===== src/rtl/hazard_ctrl.sv =====
// -----------------------------------------------------------------------------
// hazard_ctrl
//
// Hazard controller for a five-stage MIPS pipeline. It sits beside the ID
// stage and keeps a shadow copy of the destination, regWrite and memRead
// state of the instructions in EX, MEM and WB. From that copy it detects
// read-after-write hazards against the instruction now in ID. On a hazard it
// holds the PC and IF/ID registers and injects a bubble into ID/EX.
//
// Build option:
//   HAZARD_FORWARD_EN  defined   : stall only on load-use. Registered ALU
//                                  operand forward selects are produced.
//                      undefined : stall on any RAW against EX or MEM.
//                                  Forward selects are tied to 00.
//
// Ports:
//   clk_i            pipeline clock; state updates on the rising edge
//   rst_i            asynchronous, active-high reset
//   id_valid_i       ID holds a real instruction
//   id_rs_i          rs field of the ID instruction
//   id_rt_i          rt field of the ID instruction
//   id_uses_rt_i     ID instruction reads rt (R-type, beq, sw)
//   id_dest_i        destination register, already muxed by regDst
//   id_reg_write_i   ID instruction writes the register file
//   id_mem_read_i    ID instruction is a load
//   flush_i          taken branch/jump kills the ID instruction this cycle
//   stall_o          hazard detected (combinational)
//   pc_write_o       !stall_o
//   ifid_write_o     !stall_o
//   ex_bubble_o      stall_o | flush_o; zeroes ID/EX control fields
//   fwd_a_o          operand-A select for the EX instruction (registered):
//                    00 = register file, 01 = EX/MEM, 10 = MEM/WB
//   fwd_b_o          same as fwd_a_o, for operand B
//   stall_count_o    saturating count of stall cycles
// -----------------------------------------------------------------------------
module hazard_ctrl #(
    parameter int CNT_W = 16
) (
    input  logic             clk_i,
    input  logic             rst_i,
    input  logic             id_valid_i,
    input  logic [4:0]       id_rs_i,
    input  logic [4:0]       id_rt_i,
    input  logic             id_uses_rt_i,
    input  logic [4:0]       id_dest_i,
    input  logic             id_reg_write_i,
    input  logic             id_mem_read_i,
    input  logic             flush_i,
    output logic             stall_o,
    output logic             pc_write_o,
    output logic             ifid_write_o,
    output logic             ex_bubble_o,
    output logic [1:0]       fwd_a_o,
    output logic [1:0]       fwd_b_o,
    output logic [CNT_W-1:0] stall_count_o
);

    typedef struct packed {
        logic       valid;
        logic [4:0] dest;
        logic       reg_write;
        logic       mem_read;
    } shadow_t;

    // An entry produces register r if it will really write it; $zero never
    // counts because writes to it are discarded.
    function automatic logic writes_reg(input shadow_t e, input logic [4:0] r);
        return e.valid && e.reg_write && (e.dest != 5'd0) && (e.dest == r);
    endfunction

    function automatic logic matches_id(input shadow_t    e,
                                        input logic [4:0] rs,
                                        input logic [4:0] rt,
                                        input logic       uses_rt);
        return writes_reg(e, rs) || (uses_rt && writes_reg(e, rt));
    endfunction

    shadow_t s_ex_q, s_mem_q, s_wb_q;
    shadow_t s_ex_d;

    logic             ex_match;
    logic             hazard;
    logic             stall_c;
    logic             ex_bubble_c;
    logic             enter_ex;
    logic [CNT_W-1:0] stall_cnt_q, stall_cnt_d;

    // -------------------------------------------------------------------------
    // Hazard detection. The register file writes on the rising edge and reads
    // on the falling edge, so the WB entry is never a hazard source.
    // -------------------------------------------------------------------------
    always_comb begin
        ex_match = matches_id(s_ex_q, id_rs_i, id_rt_i, id_uses_rt_i);
`ifdef HAZARD_FORWARD_EN
        // Everything but a load in EX can be forwarded in time.
        hazard = s_ex_q.mem_read && ex_match;
`else
        hazard = ex_match || matches_id(s_mem_q, id_rs_i, id_rt_i, id_uses_rt_i);
`endif
    end

    // Outputs are gated by reset so a stall in progress is dropped at once,
    // without waiting for the shadow registers to clear.
    always_comb begin
        stall_c     = !rst_i && id_valid_i && !flush_i && hazard;
        ex_bubble_c = !rst_i && (stall_c || flush_i);
        enter_ex    = id_valid_i && !ex_bubble_c;
    end

    assign stall_o       = stall_c;
    assign pc_write_o    = !stall_c;
    assign ifid_write_o  = !stall_c;
    assign ex_bubble_o   = ex_bubble_c;
    assign stall_count_o = stall_cnt_q;

    // -------------------------------------------------------------------------
    // Shadow pipeline
    // -------------------------------------------------------------------------
    always_comb begin
        s_ex_d = '0;
        if (enter_ex) begin
            s_ex_d.valid     = 1'b1;
            s_ex_d.dest      = id_dest_i;
            s_ex_d.reg_write = id_reg_write_i;
            s_ex_d.mem_read  = id_mem_read_i;
        end
    end

    always_ff @(posedge clk_i or posedge rst_i) begin
        if (rst_i) begin
            s_ex_q  <= '0;
            s_mem_q <= '0;
            s_wb_q  <= '0;
        end else begin
            s_ex_q  <= s_ex_d;
            s_mem_q <= s_ex_q;
            s_wb_q  <= s_mem_q;
        end
    end

    // The WB entry and some memRead bits are kept for a complete record of
    // the pipeline but are not consulted by the hazard equations.
    logic unused_shadow;
    assign unused_shadow = ^{s_wb_q, s_ex_q.mem_read, s_mem_q.mem_read};

    // -------------------------------------------------------------------------
    // Stall counter, saturating at all ones
    // -------------------------------------------------------------------------
    always_comb begin
        stall_cnt_d = stall_cnt_q;
        if (stall_c && (stall_cnt_q != {CNT_W{1'b1}})) begin
            stall_cnt_d = stall_cnt_q + CNT_W'(1);
        end
    end

    always_ff @(posedge clk_i or posedge rst_i) begin
        if (rst_i) begin
            stall_cnt_q <= '0;
        end else begin
            stall_cnt_q <= stall_cnt_d;
        end
    end

    // -------------------------------------------------------------------------
    // Operand forward selects
    // -------------------------------------------------------------------------
`ifdef HAZARD_FORWARD_EN
    // The nearer producer wins: EX result (01) over MEM result (10).
    function automatic logic [1:0] fwd_sel(input shadow_t    ex_e,
                                           input shadow_t    mem_e,
                                           input logic [4:0] r);
        if (writes_reg(ex_e, r)) begin
            return 2'b01;
        end else if (writes_reg(mem_e, r)) begin
            return 2'b10;
        end
        return 2'b00;
    endfunction

    logic [1:0] fwd_a_q, fwd_a_d;
    logic [1:0] fwd_b_q, fwd_b_d;

    always_comb begin
        fwd_a_d = 2'b00;
        fwd_b_d = 2'b00;
        if (enter_ex) begin
            fwd_a_d = fwd_sel(s_ex_q, s_mem_q, id_rs_i);
            if (id_uses_rt_i) begin
                fwd_b_d = fwd_sel(s_ex_q, s_mem_q, id_rt_i);
            end
        end
    end

    always_ff @(posedge clk_i or posedge rst_i) begin
        if (rst_i) begin
            fwd_a_q <= 2'b00;
            fwd_b_q <= 2'b00;
        end else begin
            fwd_a_q <= fwd_a_d;
            fwd_b_q <= fwd_b_d;
        end
    end

    assign fwd_a_o = fwd_a_q;
    assign fwd_b_o = fwd_b_q;
`else
    assign fwd_a_o = 2'b00;
    assign fwd_b_o = 2'b00;
`endif

endmodule


===== config.mk =====
export PLATFORM = sky130hd
export DESIGN_NAME = hazard_ctrl
export DESIGN_NICKNAME = d
export VERILOG_FILES = /design/src/rtl/hazard_ctrl.sv
export SDC_FILE = /design/constraint.sdc
export NUM_CORES = 1
export LEC_CHECK = 0
export ABC_AREA = 1
export CAP_MARGIN = 20
export CORE_MARGIN = 5
export CORE_UTILIZATION = 53
export CTS_CLUSTER_DIAMETER = 40
export CTS_CLUSTER_SIZE = 28
export DETAILED_ROUTE_END_ITERATION = 8
export GPL_TIMING_DRIVEN = 0
export PLACE_DENSITY = 0.85
export SYNTH_ARGS = -nofsm -noshare
export SYNTH_HDL_FRONTEND = slang
export SYNTH_SLANG_ARGS = --single-unit

===== constraint.sdc =====
create_clock -name clk_i -period 4.66 [get_ports clk_i]
set_input_delay 1.398 -clock clk_i [delete_from_list [all_inputs] [get_ports clk_i]]
set_output_delay 1.398 -clock clk_i [all_outputs]
set_load 0.05 [all_outputs]

==> metrics.txt, run 1 <==
status complete, no violations; Slew HR 62.2%; Max Cap Viol 0; Post-CTS Setup Repair Bufs 0; Pins Over Slew Limit 0; grt ovf 0; first-pass GRT wire length just over 7000 um; Mean Syn Cell Area 7.03 um2; All-Layer GR Usage 18.4%; Pwr Density ~200 nW/um2; Worst EP arrival between 3 and 4 ns; initial DRC count 76; Least-Margin Pin Slew about 0.57 ns; cells after synthesis between 200 and 300; Hold Buf Count CTS 0; # setup viols final 0; hpwl dp approximately 3300 um; CP delay by family, top buffers and inverters; I/O pins between 40 and 50; clk sinks 30; Clock Skew ~0.010 ns; Max VDD drop roughly 0.00018 V; worst hold-check path type register to register; Cell Chain, Critical Path clkdlybuf4s50_1 > inv_1 > nand2_1 > nand2_1 > nor2_1 > nand3_1 > nand2_1 > nand2_1 > nand2_1 > nand2_2 > dlygate4sd2_1; n_diodes 0; leakage between 1 and 1.5 nW; CTS max path bufs 2; count of warnings emitted by yosys 0; complex-gate fraction of the synthesized area 1.07%; Final GP Congestion 0.892; Final min period 4.42 ns; Fin. Hold Viols 0; CP bufs+invs 3; Finished Layout Cells between 300 and 400; crit-path most repeated cell nand2_1; HP Start s_ex_q[7]; Pre-antenna DRT Iters 4; Die W around 70 um; register-to-register setup slack approximately 2.8 ns; FF-to-FF Start s_ex_q[5]; Final Cycle Share between 90% and 100%; placement-stage cell area ~2400 um2; Synth Area in Adders less than 1%; fraction of layout cells with a size suffix above 1 8.83%; mux cell area share after synthesis 0%; CTS-repair resized insts 10; DRC violations left 0; reg2reg end stall_count_o[1]; Placed Cells around 360; Port Buffers 40; synth unique cells 24; Worst setup SP type input pin; Levels on crit path 11; Max Freq about 230 MHz; combinational family with the most area after synthesis simple AND/OR/NAND/NOR gates; Max stage delay on crit path between 0.5 and 0.6 ns; clk_lat worst skew around 0.32 ns; H-tree depth 2; setup_tns 0 ns; vias approximately 1700; WHS 0.379 ns; Critical Path Slowest Stage Cell clkdlybuf4s50_1; FF-to-FF path depth 12; Setup CP Type input pin to output pin; largest net degree at the start of global routing 20; WHS Path Cells 0; routed len/inst between 10 and 15 um; Die Y 69.5 um; nets@finish 340; Num CTS Buffers 5; FP Rows 21; antenna-violating nets left 0; RSZ-0062 raised after global routing no; core outline area roughly 3400 um2; mapped cell area 1880 um2; Clk pin slew, worst setup/hold paths about 0.09 ns; synthesis-to-finish area growth 28.2%; Via density between 4 and 5; crit end category output pin; CTS root buffer clkbuf_4; antenna violations before repair 0; final wirelength between 4000 and 5000 um; crit path max fanout 4; Simple-Gate Fraction of Synth Area 39.1%; CTS tree done; DIE AREA slightly below 5000 um2; Starting Density between 50% and 60%; hold path endpoint s_mem_q[7]; #FFs+latches synth 30; register area share after synthesis between 40% and 50%; final instance area ~2400 um2; Synth Area in XOR/XNOR approximately 7.0%; fillcell total approximately 280; worst endpoint required time 3.26 ns; vias in the first global route roughly 1700
routing by layer:
layer,up-vias,global-route usage [%],routed length (um)
li1,903,-,-
met1,784,23.2,1890
met2,43,29.1,1880
met3,9,5.94,225
met4,0,7.59,89
met5,-,0,0
worst max path at each step:
stage                     from           end  slack [ns]
detailed placement  id_rt_i[0]       stall_o       -0.46
CTS                 id_rt_i[0]       stall_o        0.07
global route        id_rs_i[3]   ex_bubble_o        0.03
global placement         rst_i   ex_bubble_o       -0.52
floorplan           id_rt_i[0]   ex_bubble_o        0.70
finish              id_rt_i[0]  ifid_write_o        0.24
power breakdown:
part	internal [W]	total, W	switching [W]
sequential	0.000267	0.000274	0.00000652
clock	0.0000541	0.000137	0.0000825
combinational	0.0000342	0.0000764	0.0000422
total	0.000355	0.000486	0.000131
per-stage QoR:
stage               utilization (%)  setup WS (ns)  power, W
floorplan                         -          0.704  0.000323
global placement               69.2         -0.518  0.000351
global route                   71.0         0.0285  0.000513
detailed placement             70.0         -0.461  0.000355
CTS                            71.2         0.0685  0.000491
finish                         71.0          0.239  0.000486
kinds of logic after synthesis:
family / Yosys count
other: 1
buffers and inverters: 51
DFF: 30
adders and majority gates: 1
and+or+nand+nor: 165
AOI/OAI and AO/OA: 4
xor gates and xnor gates: 15
sequential cells by signal, indices dropped and copies added (netlist names):
| signal | flops |
|---|---|
| stall_count_o | 16 |
| s_ex_q | 7 |
| s_mem_q | 7 |
area by class of cell:
type,count,area [um2],share of cell area (%)
Buffer,7,53.8,2.24
Clock buffer,5,37.5,1.56
Clock inverter,2,10.0,0.416
Inverter,43,163,6.76
Multi-Input combinational cell,189,913,38.0
Sequential cell,30,751,31.2
Tap cell,46,57.6,2.39
Timing Repair Buffer,41,420,17.5
synth_stat cells:
master,number,share of area (%)
nand2_1,98,20
inv_1,39,7.8
dfrtp_1,30,40
nor2_1,26,5.2
nand3_1,25,6.7
xor2_1,8,3.7
xnor2_1,7,3.3
buf_4,6,2.4
nor3_1,6,1.6
o21ai_0,4,1.1
inv_2,3,0.60
nand3b_1,2,0.80
nand4_1,2,0.67
buf_2,1,0.27
buf_6,1,0.60
clkinv_2,1,0.27
conb_1,1,0.20
ha_1,1,0.67
nand2_2,1,0.33
nand2_4,1,0.60
nand3_2,1,0.53
nand4_4,1,1.1
nor3_4,1,0.87
nor4_4,1,1.1
layout by cell type (no fill, tap or decap):
master | netlist | routed
nor3_4 | 1 | 1
nand2_4 | 1 | 1
nand3b_1 | 2 | 2
clkbuf_4 | 0 | 6
nand3_2 | 1 | 1
dfrtp_1 | 30 | 30
o21ai_0 | 4 | 4
xor2_1 | 8 | 8
clkinv_2 | 1 | 3
inv_1 | 39 | 39
nand2_1 | 98 | 98
nand4_4 | 1 | 1
clkbuf_2 | 0 | 1
nand4_1 | 2 | 2
conb_1 | 1 | 4
ha_1 | 1 | 1
nor2_1 | 26 | 26
buf_2 | 1 | 1
nor3_1 | 6 | 6
buf_6 | 1 | 2
nand2_2 | 1 | 1
dlygate4sd2_1 | 0 | 1
nand3_1 | 25 | 25
nor4_4 | 1 | 1
buf_16 | 0 | 1
buf_4 | 6 | 5
clkdlybuf4s50_1 | 0 | 36
xnor2_1 | 7 | 7
inv_2 | 3 | 3
worst register-to-register path, delay by kind of cell (launching register included):
family        cells  cell delay (ns)
buf+inv           3             0.43
flops             1             0.45
simple gates      9             0.98
No activity file was read; power rests on OpenSTA's default activity.
==> run 2, diff against run 1 <==
- CAP_MARGIN: 20 -> 10
==> metrics.txt, run 2 (synthesis gave the netlist of run 1 again) <==
most frequent cells in the layout nand2_1, inv_1, clkdlybuf4s50_1, dfrtp_1, nor2_1; PnR worst setup slack 0.186 ns (-0.0532 ns); vias in the first global route 1713 (+1.1%); clk sinks 30 (unchanged); FP Rows 21 (unchanged); Placed Cells 356 (-0.28%); Psw 0.000140 W (+6.5%); hpwl dp 3220 um (-2.8%); synthesis-to-finish area growth 30.9%; WHS Path Cells 0 (unchanged); reg2reg end stall_count_o[10]; Slew HR 54.8% (-7.4 points); Reg area 751 um2 (unchanged); crit path max fanout 10 (+6); Hold Buf Count CTS 0 (unchanged); clk_lat worst skew 0.33 ns (about the same); n_diodes 0 (unchanged); H-tree depth 2 (unchanged); Pwr Density 253 nW/um2 (+25%); vias 1765 (+1.5%); Setup CP Type input pin to output pin; Seq pwr share 44.1% (-12 points); met3 GRT Util 6.09% (+0.14 points); Pre-antenna DRT Iters 4 (unchanged); routed len/inst 11.7 um (+4.2%); Post-CTS Setup Repair Bufs 0 (unchanged); worst endpoint required time 3.26 ns (about the same); WHS 0.380 ns (+0.000601 ns); Final Cycle Share 96.0% (+1.1 points); fraction of layout cells with a size suffix above 1 9.72% (+0.89 points); FF-to-FF path depth 8 (-4); core outline area 3390 um2 (unchanged); crit end category output pin; HP Start s_ex_q[7]; Die Y 69.5 um (unchanged); Via density 4.84 (+0.94%); dpl ws -0.536 ns (-0.0748 ns); All-Layer GR Usage 18.9% (+0.47 points); fillcell total 274 (-3.2%); first-pass GRT wire length 7370 um (+1.5%); commonest non-fill, non-tap cell in the layout nand2_1; Least-Margin Pin Slew 0.675 ns (+0.108 ns); Pins Over Slew Limit 0 (unchanged); Final min period 4.47 ns (+0.0532 ns); antenna-violating nets left 0 (unchanged); busiest layer in global routing met2; Worst setup SP type input pin; Fin. Hold Viols 0 (unchanged); Max Cap Viol 0 (unchanged); Clk pin slew, worst setup/hold paths 0.09 ns (about the same); Max Freq 224 MHz (-1.2%); CTS max path bufs 2 (unchanged); register-to-register setup slack 2.85 ns (+0.09 ns); # setup viols final 0 (unchanged); Worst EP arrival 3.08 ns (+0.06 ns); antenna violations before repair 0 (unchanged); RSZ-0062 raised after global routing no; DRC violations left 0 (unchanged); initial DRC count 106 (+39%); Cell Int Power 0.000481 W (+35%); status complete, no violations; final wirelength 4290 um (+4.8%); Finished Layout Cells 365 (+0.55%); Die W 69.5 um (unchanged); hold path endpoint s_mem_q[7]; Final GP Congestion 0.892 (unchanged); global routing met2 resource utilization 31.0% (+1.9 points); max reg flops 16 (unchanged); met1 usage 23.4% (+0.22 points); CTS root buffer clkbuf_4; Clock power frac 44.0% (+16 points); leakage 1.29 nW (+1.2%); largest net degree at the start of global routing 32 (+60%); Combinational Power Share 11.9% (-3.8 points); switching fraction of total power 22.5% (-4.5 points); Num CTS Buffers 5 (unchanged); grt ovf 0 (unchanged); DIE AREA 4830 um2 (unchanged); I/O pins 46 (unchanged); CTS tree done; Starting Density 55.4% (unchanged); worst hold-check path type register to register; Max VDD drop 0.000202 V (+13%); nets@finish 341 (+0.29%); Layout Utilization 72.5% (+1.5 points); Clock Skew 0.00418 ns (-0.00607 ns); area of the multi-input gates 913 um2 (unchanged); FF-to-FF Start stall_count_o[0]; Port Buffers 40 (unchanged)
[run 2: worst max path at each step]
| stage | from | to | slack [ns] | depth (start not counted) |
|---|---|---|---|---|
| 6_report | id_rs_i[3] | stall_o | 0.19 | 13 |
| 5_1_grt | id_rs_i[3] | stall_o | 0.002 | 13 |
| 4_1_cts | id_rt_i[0] | ex_bubble_o | -0.08 | 14 |
| 3_5_place_dp | rst_i | ex_bubble_o | -0.54 | 5 |
| 3_3_place_gp | rst_i | ex_bubble_o | -0.52 | 5 |
| 2_1_floorplan | id_rt_i[0] | ex_bubble_o | 0.70 | 12 |
[run 2: power groups by stage]
stage	clock network, W	registers [W]	logic [W]
CTS	0.000276	0.000273	0.0000745
global placement	0	0.000278	0.0000725
floorplan	0	0.000279	0.0000437
detailed placement	0	0.000279	0.0000737
global route	0.000287	0.000275	0.0000839
finish	0.000273	0.000273	0.0000741
[run 2: timing repair]
item / in CTS / in global routing
setup endpoints to repair: 4 / 3
resized for setup: 9 / 7
gates cloned: 0 / 1
[run 2: layout make-up]
type | instances | area share, %
plain buffers | 8 | 2.50
clock buffers | 6 | 2.09
clock inverters | 2 | 2.45
inverters | 43 | 6.78
multi-input cells | 189 | 37.2
flip-flops and latches | 30 | 30.6
well taps | 46 | 2.34
repair buffers | 40 | 15.9
repair inverters | 1 | 0.204
[run 2: layer usage]
metal	part of all wire [%]	wire (um)
met1	44	1880
met2	48	2050
met3	7.0	302
met4	1.4	59
met5	0	0
[run 2: stage by stage]
stage          power, W  cell area [um2]  setup TNS [ns]
2_1_floorplan  0.000323             1890               0
3_3_place_gp   0.000351             2350           -1.11
3_5_place_dp   0.000352             2350           -1.21
4_1_cts        0.000624             2450         -0.0837
5_1_grt        0.000646             2460               0
6_report       0.000620             2460               0
[run 2: worst max-delay path, stage by stage]
cell,delay [ns]
clkdlybuf4s50_1,0.50
inv_1,0.06
nand2_1,0.05
nand2_1,0.05
nor2_1,0.12
nand3_1,0.08
nand2_1,0.08
nand2_1,0.05
nand2_1,0.09
nand2_2,0.09
clkinv_2,0.13
buf_4,0.19
buf_6,0.17
